File: src/rtl/prefetcher_tb_pkg.sv
// Shared definitions for the strided AXI read initiator.
// Contents: run-state enum and the bit positions of the errorCode flags.
package prefetcher_tb_pkg;

  typedef enum logic [1:0] {
    IDLE  = 2'd0,
    RUN   = 2'd1,
    DRAIN = 2'd2,
    DONE  = 2'd3
  } run_state_t;

  localparam int ERR_ID_BIT     = 0;  // returned ID differs from the run ID
  localparam int ERR_LAST_BIT   = 1;  // r_last disagrees with the burst position
  localparam int ERR_ORPHAN_BIT = 2;  // beat arrived with no burst outstanding

endpackage

File: src/rtl/axi_rd_beat_checker.sv
// Read-data side bookkeeping for axi_stride_rd_master.
// Tracks the beat position inside the current burst, the number of
// outstanding bursts and the sticky protocol error flags.
// Ports:
//   clk, resetN          clock, async active-low reset
//   clear                accepted start: drop flags and burst position
//   ar_hs, r_hs, r_last  handshake strobes from the AR/R channels
//   r_id, id, len        returned ID, run ID and run burst length
//   outstanding(_next)   current / next-cycle outstanding burst count
//   error_code           sticky flags {orphan, last, id}
module axi_rd_beat_checker
  import prefetcher_tb_pkg::*;
#(
  parameter int BURST_LEN_WIDTH     = 8,
  parameter int TID_WIDTH           = 8,
  parameter int LOG_MAX_OUTSTANDING = 2
) (
  input  logic                         clk,
  input  logic                         resetN,
  input  logic                         clear,
  input  logic                         ar_hs,
  input  logic                         r_hs,
  input  logic                         r_last,
  input  logic [TID_WIDTH-1:0]         r_id,
  input  logic [TID_WIDTH-1:0]         id,
  input  logic [BURST_LEN_WIDTH-1:0]   len,
  output logic [LOG_MAX_OUTSTANDING:0] outstanding,
  output logic [LOG_MAX_OUTSTANDING:0] outstanding_next,
  output logic [2:0]                   error_code
);

  localparam int OW = LOG_MAX_OUTSTANDING + 1;

  logic [BURST_LEN_WIDTH-1:0] beat_idx;
  logic                       have_outstanding;
  logic                       retire;

  assign have_outstanding = (outstanding != '0);
  // A last beat only retires a burst if one is actually in flight.
  assign retire = r_hs && r_last && have_outstanding;

  always_comb begin
    outstanding_next = outstanding;
    if (ar_hs && !retire)
      outstanding_next = outstanding + OW'(1);
    else if (!ar_hs && retire)
      outstanding_next = outstanding - OW'(1);
  end

  always_ff @(posedge clk or negedge resetN) begin
    if (!resetN) begin
      outstanding <= '0;
      beat_idx    <= '0;
      error_code  <= '0;
    end else begin
      outstanding <= outstanding_next;
      if (clear) begin
        beat_idx   <= '0;
        error_code <= '0;
      end else if (r_hs) begin
        beat_idx <= r_last ? '0 : beat_idx + BURST_LEN_WIDTH'(1);
        if (r_id != id)
          error_code[ERR_ID_BIT] <= 1'b1;
        if (r_last != (beat_idx == len))
          error_code[ERR_LAST_BIT] <= 1'b1;
        if (!have_outstanding)
          error_code[ERR_ORPHAN_BIT] <= 1'b1;
      end
    end
  end

endmodule

File: src/rtl/axi_stride_rd_master.sv
// Strided AXI read initiator: issues cfg_numReqs bursts at
// cfg_baseAddr + k*cfg_stride, consumes and checks the returned beats.
// Ports:
//   clk, resetN              clock, async active-low reset
//   start, cfg_*             run request and its configuration
//   m_ar_*                   registered AR channel
//   m_r_*                    R channel (ready high whenever out of reset)
//   busy, done               run status
//   reqCnt, beatCnt          AR / R handshakes this run
//   errorCode                sticky {orphan, last, id} flags
//
// state | meaning
// IDLE  | after reset, waiting for start
// RUN   | issuing AR requests
// DRAIN | all AR issued, waiting for outstanding bursts to finish
// DONE  | run complete, waiting for start
module axi_stride_rd_master
  import prefetcher_tb_pkg::*;
#(
  parameter int ADDR_BITS            = 16,
  parameter int BURST_LEN_WIDTH      = 8,
  parameter int TID_WIDTH            = 8,
  parameter int LOG_BLOCK_DATA_BYTES = 0,
  parameter int LOG_MAX_OUTSTANDING  = 2,
  parameter int REQ_CNT_WIDTH        = 16
) (
  input  logic                               clk,
  input  logic                               resetN,
  input  logic                               start,
  input  logic [ADDR_BITS-1:0]               cfg_baseAddr,
  input  logic [ADDR_BITS-1:0]               cfg_stride,
  input  logic [BURST_LEN_WIDTH-1:0]         cfg_len,
  input  logic [TID_WIDTH-1:0]               cfg_id,
  input  logic [REQ_CNT_WIDTH-1:0]           cfg_numReqs,
  output logic                               m_ar_valid,
  input  logic                               m_ar_ready,
  output logic [ADDR_BITS-1:0]               m_ar_addr,
  output logic [BURST_LEN_WIDTH-1:0]         m_ar_len,
  output logic [TID_WIDTH-1:0]               m_ar_id,
  input  logic                               m_r_valid,
  output logic                               m_r_ready,
  input  logic                               m_r_last,
  input  logic [(8<<LOG_BLOCK_DATA_BYTES)-1:0] m_r_data,
  input  logic [TID_WIDTH-1:0]               m_r_id,
  output logic                               busy,
  output logic                               done,
  output logic [REQ_CNT_WIDTH-1:0]           reqCnt,
  output logic [REQ_CNT_WIDTH-1:0]           beatCnt,
  output logic [2:0]                         errorCode
);

  localparam int            OW    = LOG_MAX_OUTSTANDING + 1;
  localparam logic [OW-1:0] LIMIT = OW'(1 << LOG_MAX_OUTSTANDING);

  run_state_t               state;
  logic [ADDR_BITS-1:0]     stride_q;
  logic [ADDR_BITS-1:0]     next_addr;
  logic [ADDR_BITS-1:0]     addr_nxt;
  logic [REQ_CNT_WIDTH-1:0] remaining;
  logic [REQ_CNT_WIDTH-1:0] rem_nxt;
  logic [OW-1:0]            outstanding;
  logic [OW-1:0]            outstanding_next;
  logic                     ar_hs;
  logic                     r_hs;
  logic                     start_ok;
  logic                     unused_data;

  assign ar_hs       = m_ar_valid && m_ar_ready;
  assign r_hs        = m_r_valid && m_r_ready;
  assign start_ok    = start && (state == IDLE || state == DONE);
  assign addr_nxt    = ar_hs ? next_addr + stride_q : next_addr;
  assign rem_nxt     = remaining - REQ_CNT_WIDTH'(ar_hs);
  assign unused_data = ^m_r_data;

  // m_ar_len / m_ar_id double as the latched run length and ID.
  axi_rd_beat_checker #(
    .BURST_LEN_WIDTH     (BURST_LEN_WIDTH),
    .TID_WIDTH           (TID_WIDTH),
    .LOG_MAX_OUTSTANDING (LOG_MAX_OUTSTANDING)
  ) u_checker (
    .clk              (clk),
    .resetN           (resetN),
    .clear            (start_ok),
    .ar_hs            (ar_hs),
    .r_hs             (r_hs),
    .r_last           (m_r_last),
    .r_id             (m_r_id),
    .id               (m_ar_id),
    .len              (m_ar_len),
    .outstanding      (outstanding),
    .outstanding_next (outstanding_next),
    .error_code       (errorCode)
  );

  always_ff @(posedge clk or negedge resetN) begin
    if (!resetN) begin
      state      <= IDLE;
      stride_q   <= '0;
      next_addr  <= '0;
      remaining  <= '0;
      m_ar_valid <= 1'b0;
      m_ar_addr  <= '0;
      m_ar_len   <= '0;
      m_ar_id    <= '0;
      m_r_ready  <= 1'b0;
      busy       <= 1'b0;
      done       <= 1'b0;
      reqCnt     <= '0;
      beatCnt    <= '0;
    end else begin
      m_r_ready <= 1'b1;
      if (ar_hs) reqCnt  <= reqCnt + REQ_CNT_WIDTH'(1);
      if (r_hs)  beatCnt <= beatCnt + REQ_CNT_WIDTH'(1);
      case (state)
        IDLE, DONE: begin
          if (start) begin
            state     <= RUN;
            busy      <= 1'b1;
            done      <= 1'b0;
            stride_q  <= cfg_stride;
            next_addr <= cfg_baseAddr;
            remaining <= cfg_numReqs;
            m_ar_len  <= cfg_len;
            m_ar_id   <= cfg_id;
            reqCnt    <= '0;
            beatCnt   <= '0;
          end
        end
        RUN: begin
          if (ar_hs) begin
            next_addr <= addr_nxt;
            remaining <= rem_nxt;
          end
          // Only reload the slice when it is empty or being emptied,
          // so a stalled request stays stable.
          if (!m_ar_valid || m_ar_ready) begin
            m_ar_valid <= (rem_nxt != '0) && (outstanding_next < LIMIT);
            m_ar_addr  <= addr_nxt;
          end
          if (rem_nxt == '0)
            state <= DRAIN;
        end
        DRAIN: begin
          if (outstanding == '0) begin
            state <= DONE;
            busy  <= 1'b0;
            done  <= 1'b1;
          end
        end
        default: state <= IDLE;
      endcase
    end
  end

endmodule

File: config.mk
export PLATFORM = sky130hd
export DESIGN_NAME = axi_stride_rd_master
export DESIGN_NICKNAME = d
export VERILOG_FILES = /design/src/rtl/prefetcher_tb_pkg.sv /design/src/rtl/axi_rd_beat_checker.sv /design/src/rtl/axi_stride_rd_master.sv
export SDC_FILE = /design/constraint.sdc
export NUM_CORES = 1
export LEC_CHECK = 0
export BUFFER_PORTS_ARGS = -buffer_cell sky130_fd_sc_hd__buf_2
export CORE_ASPECT_RATIO = 1.5
export CORE_UTILIZATION = 50
export CTS_CLUSTER_DIAMETER = 40
export CTS_CLUSTER_SIZE = 40
export DETAILED_ROUTE_END_ITERATION = 8
export PLACE_DENSITY = 0.76
export SLEW_MARGIN = 20
export SYNTH_ARGS = -nofsm -noshare
export SYNTH_HDL_FRONTEND = slang
export SYNTH_SLANG_ARGS = --single-unit
File: constraint.sdc
create_clock -name clk -period 3 [get_ports clk]
set_input_delay 0 -clock clk [delete_from_list [all_inputs] [get_ports clk]]
set_output_delay 0 -clock clk [all_outputs]
set_load 0.01 [all_outputs]
After elaboration in Yosys (flattened, before gate mapping)
Cells that the tools add are included.
W data, S select, Z words.
{ "totals": {"reg_bits": 132, "in_bits": 86, "wordCells": 102} }
{ "op_classes": {"addsub": 7, "order_cmp": 1, "n_eq_ne": 11, "n_mux": 33, "reduce_logical": 32} }
{ "op_table": {"columns": ["op", "count"], "rows": [
  ["$mux W16", 11],
  ["$pmux W16 S2", 2],
  ["$add A16 B1 Y16 const B", 2],
  ["$mux W8", 3],
  ["$add A16 B16 Y16", 1],
  ["$logic_not A16 Y1", 1],
  ["$reduce_bool A16 Y1", 1],
  ["$sub A16 B1 Y16", 1],
  ["$mux W3", 4],
  ["$ne A2 B2 Y1 const B", 5],
  ["$reduce_and A2 Y1", 5],
  ["$reduce_bool A2 Y1", 5],
  ["$reduce_and A3 Y1", 3],
  ["$add A8 B1 Y8 const B", 1],
  ["$eq A8 B8 Y1", 1],
  ["$logic_and A1 B1 Y1", 8],
  ["$ne A8 B8 Y1", 1],
  ["$mux W1", 7],
  ["$mux W2", 3],
  ["$pmux W2 S3", 1],
  ["$eq A2 B2 Y1 const B", 2],
  ["$pmux W1 S2", 2],
  ["$add A3 B1 Y3 const B", 1],
  ["$logic_not A1 Y1", 3],
  ["other kinds (9)", 10]
]} }

Logic depth before layout (Yosys ltp)
Gate-level depths: netlist of run 1.
{ "logic_depth": {"word_depth": 8, "ltp_mapped": 12, "mapped_depth_nobuf": 10} }

By module
From an unflattened synthesis of run 1, not the netlist that was laid out.
{ "hier_totals": {"cells_unflattened": 839, "area_unflattened_um2": 7484.7} }
{ "modules_own_cells": {"columns": ["mod", "n_inst", "cells_each", "area_per_inst_um2", "seq_area_each_um2"], "rows": [
  ["axi_stride_rd_master", 1, 737, 6520.0, 2952.8],
  ["axi_rd_beat_checker", 1, 102, 964.7, 350.3]
]} }

Least setup slack after synthesis of run 1
OpenSTA, ideal clock, no wires.
{ "synth_path": {"path_type": "register to register", "from": "register m_ar_valid", "to": "register state[1]", "arrival_ns": 2.938, "setup_slack_ns": -0.076, "path_stages_with_launch": 13, "n_path_buf": 3, "period_less_slack_ns": 3.076, "cell_sequence": "dfrtp_1 -> and2_1 -> buf_2 -> clkbuf_1 -> buf_1 -> ha_1 -> ha_1 -> nor3b_2 -> and4_1 -> nor3_1 -> o2111a_1 -> o21a_1 -> mux2i_1"} }
{ "synth_via": {"elab_chain_cells": 5} }
{ "synth_rtl": {"columns": ["item", "line_no", "source"], "rows": [
  ["from (decl)", "axi_stride_rd_master.sv:35", "output logic m_ar_valid,"],
  ["from (signal assigned)", "axi_stride_rd_master.sv:137", "m_ar_valid <= (rem_nxt != '0) && (outstanding_next < LIMIT);"],
  ["$logic_and A1 B1 Y1", "axi_stride_rd_master.sv:68", "assign ar_hs = m_ar_valid && m_ar_ready;"],
  ["$sub A16 B1 Y16", "axi_stride_rd_master.sv:72", "assign rem_nxt = remaining - REQ_CNT_WIDTH'(ar_hs);"],
  ["$logic_not A16 Y1", "axi_stride_rd_master.sv:140", "if (rem_nxt == '0)"],
  ["$ne A2 B2 Y1 (no source line)", null, null],
  ["$reduce_and A3 Y1 (no source line)", null, null],
  ["to (signal assigned)", "axi_stride_rd_master.sv:141", "state <= DRAIN;"],
  ["to (signal assigned)", "axi_stride_rd_master.sv:145", "state <= DONE;"],
  ["to (signal assigned)", "axi_stride_rd_master.sv:150", "default: state <= IDLE;"],
  ["to (decl)", "axi_stride_rd_master.sv:55", "run_state_t state;"]
]} }
No other way between the ends.
A chain may end at the register's enable or synchronous reset.

Worst setup path in the final report of run 1
{ "layout_path": {"from": "register next_addr[0]", "to": "register next_addr[10]"} }
{ "layout_via": {"elab_chain_cells": 4} }
{ "layout_rtl": {"columns": ["item", "line_no", "source"], "rows": [
  ["from (decl)", "axi_stride_rd_master.sv:57", "logic [ADDR_BITS-1:0] next_addr;"],
  ["from (signal assigned)", "axi_stride_rd_master.sv:121", "next_addr <= cfg_baseAddr;"],
  ["from (signal assigned)", "axi_stride_rd_master.sv:131", "next_addr <= addr_nxt;"],
  ["$add A16 B16 Y16", "axi_stride_rd_master.sv:71", "assign addr_nxt = ar_hs ? next_addr + stride_q : next_addr;"],
  ["$mux W16", "axi_stride_rd_master.sv:71", null],
  ["$mux W16", "axi_stride_rd_master.sv:130", "if (ar_hs) begin"],
  ["$pmux W16 S2", "axi_stride_rd_master.sv:114", "case (state)"]
]} }
No other way between the ends. The select of a mux whose other input is x is not followed.

==> results of run 1 <==
[routing by layer]
layer  wire, um  vias to the layer above  GRT usage (%)
met4        783                        0           14.4
met3        981                       61           4.74
met2      10300                      257           48.0
met5          0                        -              0
li1           -                     3369              -
met1       7920                     3379           31.6
[metrics by stage]
step                power (W)  hold WS [ns]  util [%]
floorplan             0.00655        -0.296         -
global placement      0.00784        0.0453      57.4
detailed placement    0.00797        0.0454      57.4
CTS                    0.0101        0.0147      65.6
global route           0.0109        0.0465      65.6
finish                 0.0102        0.0223      65.6
[cells in the final DEF, fill, tap and decap left out, drive strengths merged, types with 5 or more instances in the layout]
master	count
nor3b	8
or3	8
nand3	22
a211oi	7
a22oi	7
ha	28
dfrtp	132
nor2	74
nand4	14
o22ai	18
xnor2	19
a31oi	6
nor3	13
o21a	5
o21ai	61
inv	25
mux2i	7
clkinv	5
a21oi	47
buf	161
and3	15
o31ai	5
dlygate4sd3	61
clkbuf	23
nand2	165
and2	9
and4	6
a222oi	5
xor2	37
nor4	8
[cells by family (layout without fill, tap and decap cells)]
family                   Yosys count  after routing
adder cells (fa/ha/maj)           29             29
flip-flops                       132            132
XOR/XNOR                          56             56
AND/OR/NAND/NOR                  355            355
AO/OA/AOI/OAI                    192            192
other                              1              2
multiplexers                      10             10
buffers and inverters             65            279
[cell type report]
cell class,instances,area [um^2]
Sequential cell,132,3300
Inverter,25,93.8
Multi-Input combinational cell,643,3800
Antenna cell,1,2.50
Clock inverter,9,104
Timing Repair Buffer,222,1470
Clock buffer,23,468
Tap cell,196,245
Fill cell,1238,4970
[tightest hold or removal path, stage by stage]
cell	delay [ns]
buf_2	0.08
o21ai_0	0.10
a21oi_1	0.14
a21o_1	0.09
[power by group through the flow]
stage               Combinational, W  Sequential, W  Clock [W]
finish                       0.00504        0.00308    0.00204
global route                 0.00560        0.00315    0.00214
CTS                          0.00500        0.00307    0.00207
detailed placement           0.00488        0.00309          0
global placement             0.00477        0.00307          0
floorplan                    0.00351        0.00303          0
[flip-flops by register name, indices dropped and copies added (netlist names)]
name,flops
remaining,16
done,1
m_ar_addr,16
stride_q,16
m_ar_valid,1
busy,1
m_ar_len,8
next_addr,16
m_r_ready,1
reqCnt,16
u_checker.error_code,3
beatCnt,16
u_checker.beat_idx,8
state,2
u_checker.outstanding,3
m_ar_id,8
[worst max-delay path by stage]
stage	end	slack, ns
6_report	next_addr[10]	0.34
2_1_floorplan	state[1]	0.06
3_3_place_gp	next_addr[10]	0.45
4_1_cts	next_addr[10]	0.34
3_5_place_dp	next_addr[10]	0.37
5_1_grt	m_ar_addr[10]	0.20
==> flow_summary_export.csv, run 1 <==
group,metric,value,unit
status,status,"finished clean",
logic_synthesis,synth_top_family_by_area,"simple AND/OR/NAND/NOR gates",
drt,num_vias,7066,
layout,fin_nets,1156,
sta,max_slew.worst_pin.slew,0.782,ns
clock_network,htree_levels,4,
worst_setup_path,rrSetupSlack,0.34,ns
logic_synthesis,synth-xor-area-share,6.66,%
place,dpl_worst_slack,0.369,ns
place,dpl-instance-area,8300,um^2
floorplan,ioPinCount,157,
floorplan,num_rows,54,
worst_setup_path,critPathRequiredTime,3.28,ns
place,placedCellCount,1157,
min_path,min_to,"next_addr[3]",
logic_synthesis,synth.yosys.seq_area_share,44.9,%
drt,vias_per_cell,5.65,
logic_synthesis,synthTopCellsByArea,"dfrtp_1, nand2_1, ha_1",
layout,syn_to_final_growth,28.8,%
power_and_ir_drop,comb_power_share,49.6,%
layout,drive_above_1_share,19.1,%
layout,finalInstanceArea,9480,um^2
sta,min_period,2.66,ns
floorplan,start_util,50.9,%
clock_network,postCtsResizedCells,0,
sta,slew_violations,0,
worst_setup_path,critPathKind,"register to register",
worst_setup_path,r2r-end,"next_addr[10]",
logic_synthesis,ys_types,59,
layout,final_cell_count_no_fill,1251,
worst_setup_path,crit_arrival,2.95,ns
min_path,hold_depth,4,
power_and_ir_drop,clkPwrFrac,20.1,%
grt,antenna_found_initial,1,
logic_synthesis,synth_common_cells,"nand2_1, dfrtp_1, nor2_1",
sta,setup_viol,0,
worst_setup_path,path_max_fanout,5,
logic_synthesis,ys_seq_elements,132,
clock_network,cts.sinks,132,
power_and_ir_drop,peakVddDrop,0.687,mV
place,dp_hpwl,13400,um
min_path,hp-start,"cfg_baseAddr[3]",
logic_synthesis,synthMuxAreaShare,1.41,%
logic_synthesis,async_reset_ff_share,100,%
worst_setup_path,worstSetupPathDepth,9,
worst_setup_path,cp-startpoint,"next_addr[0]",
worst_setup_path,path_delay_family,"compound AO/OA/AOI/OAI gates",
grt,grt_use_total,27.4,%
logic_synthesis,syn_avg_cell_area,8.77,um^2
grt,overflow,0,
clock_network,clk_pin_slew,0.06,ns
worst_setup_path,ff2ff_path_depth,9,
job,maxCapViolations,0,
grt,grt_max_degree,68,
clock_network,cts_tree,"built",
sta,finalHoldViolCount,0,
logic_synthesis,synth_edf_count,0,
worst_setup_path,path_cells,"ha_1 -> inv_1 -> fa_1 -> nor2b_1 -> o31a_1 -> o31ai_1 -> mux2_2 -> a221oi_1 -> o21ai_0",
logic_synthesis,synth_compound_area_share,16.2,%
floorplan,die_h,151,um
drt,drtIter0Drc,366,
drt,drc,0,
place,gp_congestion,0.919,
floorplan,core-area,14500,um^2
clock_network,cts-buffers-inserted,17,
drt,wl,20000,um
sta,slew_headroom,47.7,%
clock_network,postCtsHoldBufs,61,
worst_setup_path,worstSetupEndpointType,"register",
sta,rsz0062_at_grt,"false",
drt,drt-pass1-iter-count,7,
min_path,hp-class,"primary input to register",
worst_setup_path,crit_buf_inv,1,
power_and_ir_drop,intPower,0.00569,W
sta,timing.final.crit_share,88.7,%
logic_synthesis,synth-adder-area-share,5.03,%
grt,grt_pass1_wl,32700,um
power_and_ir_drop,p_sw_share,43.9,%
clock_network,post_cts_buffers,0,
sta,clock_skew,0.00650,ns
logic_synthesis,syn-num-nets,955,
clock_network,insertion_delay,0.42,ns
floorplan,fp.dieW,101,um
power_and_ir_drop,p_leak,4.64,nW
logic_synthesis,syn-cell-area,7360,um^2
clock_network,cts_buffer_depth,2,
worst_setup_path,cp_slowest_cell,"dfrtp_1",
drt,drtAntennaViolNets,0,
worst_setup_path,worst_setup_path_start_kind,"register",
logic_synthesis,yosys.area_share.simple,22.2,%
power_and_ir_drop,power.switching,0.00446,W
clock_network,root_buffer,"clkbuf_16",
drt,post_drt_wl_per_cell,16.0,um
grt,grt_pass1_vias,6977,
sta,tns,0,ns
logic_synthesis,synthCells,840,
logic_synthesis,yosys_warnings,0,
logic_synthesis,yosysMostFrequentCell,"nand2_1",
power_and_ir_drop,p_per_area,1070,nW/um^2
worst_setup_path,critPathMaxStageDelay,0.42,ns
sta,fmax,0.376,GHz
logic_synthesis,synth_top_area_share,44.9,%
logic_synthesis,synth_top_flop_cell,"dfrtp_1",
power_and_ir_drop,p_seq_share,30.3,%
place,io_buffers,148,
sta,fin_ws,0.339,ns
logic_synthesis,synth_top_cell_by_area,"dfrtp_1",
worst_setup_path,worstReg2RegStart,"next_addr[0]",
floorplan,die_area,15200,um^2
Note: power is estimated with default switching activity, not from simulation.
==> run 2: changes to the inputs <==
--- a/config.mk
+++ b/config.mk
@@ -11,6 +11,7 @@
 export CTS_CLUSTER_DIAMETER = 40
 export CTS_CLUSTER_SIZE = 40
 export DETAILED_ROUTE_END_ITERATION = 8
+export GPL_TIMING_DRIVEN = 0
 export PLACE_DENSITY = 0.76
 export SLEW_MARGIN = 20
 export SYNTH_ARGS = -nofsm -noshare
==> constraint.sdc (replaced) <==
create_clock -name clk -period 3 [get_ports clk]
set_input_delay 0 -clock clk [delete_from_list [all_inputs] [get_ports clk]]
set_output_delay 0 -clock clk [all_outputs]
set_load 0.1 [all_outputs]
==> flow_summary_export.csv, run 2 (synthesis gave the netlist of run 1 again) <==
group,metric,value,unit
place,dp_hpwl,14800,um
job,maxCapViolations,0,
grt,grt_pass1_vias,7007,
floorplan,die_h,151,um
floorplan,num_rows,54,
place,dpl_worst_slack,-0.377,ns
drt,drtAntennaViolNets,0,
layout,fillers,1208,
sta,clock_skew,0.0136,ns
worst_setup_path,cp_slowest_cell,"dfrtp_4",
sta,fin_ws,0.169,ns
layout,register_area,3310,um^2
layout,drive_above_1_share,19.6,%
clock_network,htree_levels,4,
worst_setup_path,worstReg2RegStart,"m_ar_valid",
floorplan,start_util,50.9,%
worst_setup_path,critPathCapture,"state[1]",
place,placedCellCount,1183,
clock_network,cts_buffer_depth,2,
sta,min_period,2.83,ns
worst_setup_path,critPathMaxStageDelay,0.50,ns
grt,grt_use_total,29.5,%
drt,vias_per_cell,5.59,
grt,grt_use_met3,4.64,%
worst_setup_path,ff2ff_path_depth,11,
min_path,hp-class,"primary input to register",
sta,max_slew.worst_pin.slew,0.797,ns
layout,syn_to_final_growth,31.6,%
drt,drtIter0Drc,394,
grt,met1_usage,34.1,%
worst_setup_path,crit_arrival,3.17,ns
place,io_buffers,146,
clock_network,cts.sinks,132,
worst_setup_path,path_max_fanout,20,
layout,fin_nets,1184,
layout,multi_input_area,3840,um^2
worst_setup_path,path_delay_family,"compound AO/OA/AOI/OAI gates",
drt,post_drt_wl_per_cell,16.7,um
power_and_ir_drop,p_total,0.0124,W
clock_network,cts_tree,"built",
grt,top_usage_layer,"met2",
grt,grt_pass1_wl,34500,um
layout,final_cell_count_no_fill,1278,
power_and_ir_drop,p_per_area,1280,nW/um^2
worst_setup_path,crit_buf_inv,2,
grt,antenna_found_initial,0,
floorplan,core-area,14500,um^2
grt,grt_util_met2,50.5,%
layout,antenna-diode-count,0,
drt,num_vias,7148,
sta,finalHoldViolCount,0,
worst_setup_path,rrSetupSlack,0.17,ns
drt,drc,0,
status,status,"finished clean",
power_and_ir_drop,p_leak,4.71,nW
floorplan,fp.dieW,101,um
place,gp_congestion,0.961,
sta,setup_viol,0,
drt,drt-pass1-iter-count,6,
clock_network,insertion_delay,0.42,ns
drt,wl,21400,um
layout,layout_common_cells,"nand2_1, buf_2, dfrtp_1",
floorplan,die_area,15200,um^2
power_and_ir_drop,peakVddDrop,1.16,mV
sta,rsz0062_at_grt,"false",
clock_network,cts-buffers-inserted,17,
sta,slew_violations,0,
clock_network,clk_pin_slew,0.06,ns
layout,final_common_cell,"nand2_1",
floorplan,ioPinCount,157,
worst_setup_path,r2r-end,"state[1]",
worst_setup_path,critPathRequiredTime,3.34,ns
grt,overflow,0,
worst_setup_path,worst_setup_path_start_kind,"register",
worst_setup_path,cp-startpoint,"m_ar_valid",
sta,slew_headroom,46.7,%
worst_setup_path,worstSetupEndpointType,"register",
clock_network,root_buffer,"clkbuf_16",
sta,fmax,0.353,GHz
worst_setup_path,path_cells,"and2_1 -> clkbuf_4 -> buf_12 -> ha_1 -> ha_2 -> nor3b_4 -> a31o_2 -> a211oi_2 -> o2111a_1 -> o21a_1 -> mux2i_1",
worst_setup_path,worstSetupPathDepth,11,
grt,grt_max_degree,85,
worst_setup_path,critPathKind,"register to register",
sta,timing.final.crit_share,94.4,%
sta,tns,0,ns
==> run 2: metrics by stage <==
stage	instance area, um^2	hold WS, ns	utilization (%)
after floorplan	7380	-0.296	-
after global placement	8360	0.190	57.8
after detailed placement	8400	-0.0678	58.1
after CTS	9680	0.00541	67.0
after global routing	9690	0.0562	67.0
final	9690	0.0221	67.0
==> run 2: worst min-delay path by stage <==
stage | startpoint | depth (start not counted) | end | slack (ns)
after floorplan | resetN | 0 | beatCnt[0] | -0.30
after global placement | cfg_stride[9] | 3 | stride_q[9] | 0.19
after detailed placement | resetN | 1 | reqCnt[14] | -0.07
after CTS | cfg_baseAddr[15] | 5 | next_addr[15] | 0.005
after global routing | cfg_baseAddr[13] | 5 | next_addr[13] | 0.06
final | cfg_baseAddr[15] | 5 | next_addr[15] | 0.02
==> run 2: report_power, final <==
group / leakage, nW / internal, W / switching, W / total [W]
combinational: 2.76 / 0.00201 / 0.00513 / 0.00715
clock: 0.302 / 0.00133 / 0.000884 / 0.00222
sequential: 1.65 / 0.00245 / 0.000606 / 0.00306
total: 4.71 / 0.00580 / 0.00662 / 0.0124
==> run 2: worst min-delay path, stage by stage <==
cell and delay (ns):
buf_2 0.08, inv_1 0.05, o22ai_1 0.12, a22oi_1 0.08
o21ai_0 0.07
==> run 2: layout make-up <==
class,count,area share [%]
flip-flops and latches,132,34.1
inverters,25,0.968
repair buffers,212,14.6
multi-input cells,643,39.6
plain buffers,38,1.86
clock buffers,17,4.39
well taps,196,2.53
clock inverters,15,1.99
==> run 2: what timing repair did <==
action	4_1_cts	5_1_grt
endpoints found under the hold margin	193	0
gates resized for setup	7	6
setup endpoints to repair	6	4
hold buffers	62	0
buffers inserted	3	0
pin swaps	1	1
==> run 2: routing by layer <==
layer	vias to the layer above	share of wire, %
met2	235	51
met5	-	0
li1	3412	-
met1	3434	39
met3	67	4.8
met4	0	4.9
